`src/rtl/race_input_hub.sv`:
```
// Shared multi-player button front end: sync, debounce and edge-detect each button,
// then track lobby readiness, lane positions and the first player to reach the finish.
module race_input_hub #(
    parameter int NUM_PLAYERS     = 4,
    parameter int MAX_POS         = 16,
    parameter int DEBOUNCE_CYCLES = 4,
    localparam int PW = (MAX_POS > 1) ? $clog2(MAX_POS) : 1,
    localparam int IW = (NUM_PLAYERS > 1) ? $clog2(NUM_PLAYERS) : 1
) (
    input  logic                      clk,
    input  logic                      reset,
    input  logic [NUM_PLAYERS-1:0]    btn,
    input  logic [1:0]                current_screen,
    output logic [NUM_PLAYERS*PW-1:0] cur_pos,
    output logic [NUM_PLAYERS-1:0]    ready_mask,
    output logic                      all_ready,
    output logic [NUM_PLAYERS-1:0]    activity,
    output logic                      winner_valid,
    output logic [IW-1:0]             winner_id
);
    localparam int CW = (DEBOUNCE_CYCLES > 0) ? $clog2(DEBOUNCE_CYCLES + 1) : 1;
    localparam logic [CW-1:0] DB_LIMIT = CW'(DEBOUNCE_CYCLES);
    localparam logic [PW-1:0] LAST_POS = PW'(MAX_POS - 1);

    typedef enum logic [1:0] {
        SCR_LOBBY  = 2'b00,
        SCR_RACE   = 2'b01,
        SCR_RESULT = 2'b10,
        SCR_CLEAR  = 2'b11
    } screen_e;

    screen_e screen;
    assign screen = screen_e'(current_screen);

    logic [NUM_PLAYERS-1:0] sync1_q, sync2_q;
    logic [NUM_PLAYERS-1:0] level_q, level_d;
    logic [NUM_PLAYERS-1:0] prev_q;
    logic [NUM_PLAYERS-1:0] press;
    logic [CW-1:0]          cnt_q [NUM_PLAYERS];
    logic [CW-1:0]          cnt_d [NUM_PLAYERS];
    logic [PW-1:0]          pos_q [NUM_PLAYERS];
    logic [PW-1:0]          pos_d [NUM_PLAYERS];
    logic [NUM_PLAYERS-1:0] ready_q, ready_d;
    logic                   wv_q, wv_d;
    logic [IW-1:0]          wid_q, wid_d;
    logic                   landed;

    // Debounce: the counter must run past DEBOUNCE_CYCLES mismatching samples before the level flips.
    always_comb begin
        // NOTE: every always_comb output gets a default first so no path can infer a latch.
        level_d = level_q;
        for (int i = 0; i < NUM_PLAYERS; i++) begin
            cnt_d[i] = '0;
            if (sync2_q[i] != level_q[i]) begin
                if (cnt_q[i] == DB_LIMIT) begin
                    level_d[i] = sync2_q[i];
                end else begin
                    cnt_d[i] = cnt_q[i] + 1'b1;
                end
            end
        end
    end

    assign press = level_q & ~prev_q;

    always_comb begin
        pos_d   = pos_q;
        ready_d = ready_q;
        wv_d    = wv_q;
        wid_d   = wid_q;
        landed  = 1'b0;
        case (screen)
            SCR_LOBBY: begin
                if (!wv_q) ready_d = ready_q | press;
            end
            SCR_RACE: begin
                // Ascending scan so the lowest index claims a simultaneous finish.
                if (!wv_q) begin
                    for (int i = 0; i < NUM_PLAYERS; i++) begin
                        if (press[i] && ready_q[i] && (pos_q[i] != LAST_POS)) begin
                            pos_d[i] = pos_q[i] + 1'b1;
                            if ((pos_d[i] == LAST_POS) && !landed) begin
                                landed = 1'b1;
                                wid_d  = IW'(i);
                            end
                        end
                    end
                    if (landed) wv_d = 1'b1;
                end
            end
            SCR_RESULT: begin
            end
            SCR_CLEAR: begin
                for (int i = 0; i < NUM_PLAYERS; i++) pos_d[i] = '0;
                ready_d = '0;
                wv_d    = 1'b0;
                wid_d   = '0;
            end
        endcase
    end

    always_ff @(posedge clk) begin
        // NOTE: sequential state uses non-blocking assignments so every register samples pre-edge values.
        if (reset) begin
            // Synchroniser resets high: a button held through reset must re-qualify as a fresh 0->1.
            sync1_q <= '1;
            sync2_q <= '1;
            level_q <= '0;
            prev_q  <= '0;
            ready_q <= '0;
            wv_q    <= 1'b0;
            wid_q   <= '0;
            for (int i = 0; i < NUM_PLAYERS; i++) begin
                cnt_q[i] <= '0;
                pos_q[i] <= '0;
            end
        end else begin
            sync1_q <= btn;
            sync2_q <= sync1_q;
            level_q <= level_d;
            prev_q  <= level_q;
            cnt_q   <= cnt_d;
            pos_q   <= pos_d;
            ready_q <= ready_d;
            wv_q    <= wv_d;
            wid_q   <= wid_d;
        end
    end

    for (genvar g = 0; g < NUM_PLAYERS; g++) begin : g_pack
        assign cur_pos[g*PW +: PW] = pos_q[g];
    end

    assign ready_mask   = ready_q;
    assign all_ready    = &ready_q;
    assign activity     = level_q;
    assign winner_valid = wv_q;
    assign winner_id    = wid_q;

endmodule

```
`config.mk`:
```
export PLATFORM = sky130hd
export DESIGN_NAME = race_input_hub
export DESIGN_NICKNAME = d
export VERILOG_FILES = /design/src/rtl/race_input_hub.sv
export SDC_FILE = /design/constraint.sdc
export NUM_CORES = 1
export LEC_CHECK = 0
export CAP_MARGIN = 20
export CORE_AREA = 4 4 84 86
export DETAILED_ROUTE_END_ITERATION = 10
export DIE_AREA = 0 0 88 90
export HOLD_SLACK_MARGIN = 0.02
export PLACE_DENSITY_LB_ADDON = 0.25
export SYNTH_ARGS = -nofsm -noshare
export SYNTH_HDL_FRONTEND = slang
export SYNTH_SLANG_ARGS = --single-unit
```
`constraint.sdc`:
```
create_clock -name clk -period 1.85 [get_ports clk]
set_input_delay 0.2775 -clock clk [delete_from_list [all_inputs] [get_ports clk]]
set_output_delay 0.2775 -clock clk [all_outputs]
set_load 0.02 [all_outputs]
```
* Yosys cells after proc, flatten, opt, wreduce, memory -nomap -nowiden *
Index checks and enable logic that the tools add are counted.

word-level totals
  word-level logic and storage cells = 126
  bits in registers = 51
  input port bits = 8
  output and inout bits = 28

operators by class
  reduce and logical (&&, ||, !) cells = 32
  multiplexer cells = 37
  add/subtract/negate cells = 8
  bitwise logic cells = 7
  equality and inequality tests = 24

operators with widths
  operator             number
  $pmux 16 s2          1
  $mux 4               5
  $mux 1               18
  $mux 2               9
  $add 4x1->4 const B  4
  $eq 4x4->1 const B   4
  $mux 16              1
  $ne 4x4->1 const B   4
  $add 3x1->3 const B  4
  $eq 3x3->1 const B   4
  $ne 2x2->1 const B   6
  $reduce_and 2->1     6
  $reduce_and 3->1     4
  $reduce_or 3->1      4
  $logic_and 1x1->1    11
  $pmux 4 s2           1
  $and 4x4->4          1
  $ne 1x1->1           4
  $not 1->1            4
  $not 4->4            1
  $or 4x4->4           1
  $pmux 2 s2           1
  $reduce_and 4->1     1
  $reduce_bool 2->1    2
  other kinds (5)      7

* Logic depth before layout (Yosys ltp) *
  word-level depth = 28
  mapped depth = 6

* Least setup slack after synthesis *
OpenSTA, ideal clock, no wires.

  kind = register to register
  from = register pos_q (netlist bit cur_pos[1])
  to = register wid_q[1], in the netlist winner_id[1]
  period minus slack after synthesis = 1.766 ns
  buffers on the path = 0
  data required time = 1.720 ns
  path slack = 0.084 ns
  data arrival time = 1.636 ns
  stages on the path, launching flop included = 7
  cells stage by stage = dfxtp_1 > ha_1 > xor2_1 > nand2_1 > or3_1 > a32oi_1 > o41ai_1

between the ends
  cells in the longest elaborated chain, start to end = 24
  elaborated cells on any way between the ends = 32
  classes of those cells = add/sub (1); eq/ne (2); mux (22); reduce/logical (7)

RTL lines
  item                    RTL line  source
  start, declared         41        logic [PW-1:0] pos_q [NUM_PLAYERS];
  start signal, assigned  123       pos_q <= pos_d;
  $add 4x1->4             81        pos_d[i] = pos_q[i] + 1'b1;
  $eq 4x4->1              82        if ((pos_d[i] == LAST_POS) && !landed) begin
  $mux 1                  82
  $mux 1                  80        if (press[i] && ready_q[i] && (pos_q[i] != LAST_POS)) begin
  $mux 1                  78        if (!wv_q) begin
  $mux 1                  72        case (screen)
  $logic_not 1->1         82
  $logic_and 1x1->1       82
  [8 not listed]          n/a
  $mux 1                  78
  $mux 1                  72
  $logic_not 1->1         82
  $logic_and 1x1->1       82
  $mux 2                  82
  $mux 2 *                80
  $mux 2 *                78
  $pmux 2 s2 *            72
  end signal, assigned    126       wid_q <= wid_d;
  end, declared           45        logic [IW-1:0] wid_q, wid_d;

Mark *: on every way between the ends. The rest lies on a longest branch, timed or not. The select of a mux whose other input is x is not followed.
A chain may end at the register's enable or synchronous reset.

* Final worst setup path *
  from = register wv_q, in the netlist winner_valid
  to = output port winner_valid

RTL lines
  item                    RTL line  source
  start, declared         44        logic wv_q, wv_d;
  start signal, assigned  125       wv_q <= wv_d;
  end, declared           18        output logic winner_valid,

No word-level cell between the ends.

==> results.py <==
metrics = {
    "worst_setup_path": {
        "worst-path-buf-inv": 1,
        "crit_slowest_cell": "clkdlybuf4s50_1",
        "critPathMaxFanout": 8,
        "crit_path_start_kind": "flop",
        "slowest_delay_ns": 0.67,
        "critPathArrivalTime_ns": 1.50,
        "r2r_slack_ns": 0.11,
        "required_ns": 1.57,
        "worstPathCellList": "clkdlybuf4s50_1",
        "critPathKind": "flop to primary output",
        "end_kind": "primary output",
        "crit_family": "buffers and inverters",
    },
    "logic_synthesis": {
        "yosysUniqueCellTypes": 45,
        "postSynth.asyncResetShare": 0,
        "syn-num-nets": 286,
        "syn-cell-area_um2": 2444,
        "yosysSeqAreaShare": 0.4178,
        "synth_edf_count": 0,
        "syn_inst": 262,
        "yosysWarnings": 0,
        "avgSynthCellArea_um2": 9.327,
        "synth-main-ff-cell": "dfxtp_1",
        "ys_seq_elements": 51,
    },
    "global_routing": {
        "grt_max_degree": 29,
        "grtUsageTotal": 0.1374,
        "antenna_found_initial": 0,
        "grt.overflow.total": 0,
        "grt_pass1_vias": 1932,
        "grt_pass1_wl_um": 8914,
    },
    "cts": {
        "cts_max_level": 2,
        "cts_resized": 0,
        "cts_tree": "built",
        "ctsHoldBuffers": 0,
        "root_buffer": "clkbuf_8",
        "cts_setup_buffers": 0,
        "cts.sinks": 51,
        "clock_latency_ns": 0.30,
        "cts_buffers": 5,
        "clkTransAtPathRegs_ns": 0.10,
        "max-clock-path-buffers": 2,
    },
    "hold_path": {
        "hold_path_class": "flop to flop",
    },
    "layout": {
        "final_nets": 338,
        "final_cells": 392,
        "mostFrequentLayoutCells": "dfxtp_1, clkdlybuf4s50_1, nor2_1",
        "drive_gt1_frac": 0.1460,
        "final_util": 0.4875,
        "diodes": 0,
        "final_common_cell": "dfxtp_1",
        "syn_to_final_growth_pct": 25.24,
    },
    "timing": {
        "whs_ns": 0.4156,
        "fin_crit_ns": 1.773,
        "hold_violations": 0,
        "slew_violations": 0,
        "setup-violations-final": 0,
        "fin_crit_sh": 0.9582,
        "slew_headroom": 0.7498,
        "fin_skew_ns": 0.008087,
        "rsz0062_at_grt": "no",
        "finalSetupTns_ns": 0,
        "tightest_slew_ns": 0.3728,
        "fmaxAchievable_mhz": 564.1,
    },
    "detailed_routing": {
        "vias": 2027,
        "drc": 0,
        "top_layer_used": "met4",
        "drtIter0Drc": 75,
        "vias_per_cell": 5.171,
        "finalWirelength_um": 5179,
        "drt-met1-wl_um": 2491,
        "met2_length_um": 2462,
        "firstDrtPassIters": 4,
        "wl_met3_um": 201,
        "ant_nets": 0,
        "wire_per_inst_um": 13.21,
    },
    "power_and_ir_drop": {
        "p_total_uw": 1983,
        "power_density_nw_per_um2": 648.0,
        "leakage_uw": 0.001227,
        "max-vdd-ir-drop_mv": 0.4404,
    },
    "placed_design": {
        "gp_congestion": 0.7824,
        "dp.cells": 384,
        "dp_hpwl_um": 3864,
        "io_buffers": 35,
    },
    "outcome": {
        "status": "completed",
    },
    "floorplan": {
        "fp.dieArea_um2": 7920,
        "initial_core_util": 0.3893,
        "die_w_um": 88,
        "core_area_um2": 6277,
        "die_y_um": 90,
        "io_pins": 36,
        "rows": 29,
    },
    "job": {
        "drv_cap": 0,
    },
}
synth_stat cells, drive strengths merged (6+ instances only):
library cell | count | area share
dfxtp | 51 | 0.42
mux2i | 7 | 0.029
nand2 | 17 | 0.029
and3 | 10 | 0.026
nor2 | 24 | 0.038
a311oi | 8 | 0.036
ha | 16 | 0.082
a21oi | 12 | 0.025
o21a | 6 | 0.018
nand3 | 9 | 0.020
xor2 | 7 | 0.025
or2 | 8 | 0.020
inv | 17 | 0.026
o21ai | 8 | 0.018
nor3 | 12 | 0.025
per-stage QoR:
| step | setup WS (ns) | instance area, um2 |
|---|---|---|
| after global placement | 0.02107 | 2965 |
| after floorplan | 0.08366 | 2444 |
| after global routing | 0.02023 | 3060 |
| after CTS | 0.03594 | 3054 |
| final | 0.07730 | 3060 |
| after detailed placement | -0.02153 | 2965 |
per-layer routing:
metal  vias to the layer above  global-route usage
met5                         -                   0
met4                         0             0.03453
met3                         2             0.03382
met2                        30              0.2242
met1                       963              0.1795
li1                       1032                   -
layout make-up:
| type | count | area (um2) |
|---|---|---|
| fill | 624 | 3217 |
| multi-input combinational | 186 | 1301 |
| sequential | 51 | 1022 |
| timing repair buffer | 53 | 488.0 |
| tap | 77 | 96.34 |
| clock buffer | 6 | 72.57 |
| inverter | 17 | 63.81 |
| clock inverter | 2 | 16.27 |
worst register-to-register path: cells and delay by family (launching register included):
| family | cells | cell delay [ns] |
|---|---|---|
| adder cells (fa/ha/maj) | 1 | 0.27 |
| flip-flops | 1 | 0.33 |
| AO/OA/AOI/OAI | 2 | 0.64 |
| AND/OR/NAND/NOR | 2 | 0.40 |
kinds of logic (layout without fill, tap and decap cells):
family / Yosys count / in the layout / share of synthesized area
mux: 7 / 7 / 0.02867
fa+ha+maj: 16 / 16 / 0.08192
simple gates: 102 / 102 / 0.2243
flops: 51 / 51 / 0.4178
buf+inv: 25 / 78 / 0.05069
compound gates: 49 / 49 / 0.1505
xor+xnor: 12 / 12 / 0.04608
report_power, final:
part | leakage [uW] | internal (uW) | switching, uW | total [uW]
Combinational | 0.000770 | 83.6 | 94.7 | 178
Sequential | 0.000415 | 1130 | 19.2 | 1150
Clock | 0.0000418 | 273 | 380 | 653
Total | 0.00123 | 1490 | 494 | 1980
final timing paths:
path                                                   to  cells after the start                 startpoint
worst max-delay path                         winner_valid                      1  winner_valid$_SDFFE_PP0P_
worst min-delay path                sync2_q[3]$_SDFF_PP1_                      1      sync1_q[3]$_SDFF_PP1_
worst max register to register  winner_id[1]$_SDFFE_PP0P_                      5   cur_pos[12]$_SDFFE_PP0P_
worst min register to register      sync2_q[3]$_SDFF_PP1_                      1      sync1_q[3]$_SDFF_PP1_
flip-flops by register name, summed over array words and instances, names as in the netlist:
register / flops
activity: 4
cnt_q: 12
cur_pos: 16
prev_q: 4
ready_mask: 4
sync1_q: 4
sync2_q: 4
winner_id: 2
winner_valid: 1
(Power assumes the default switching activity.)
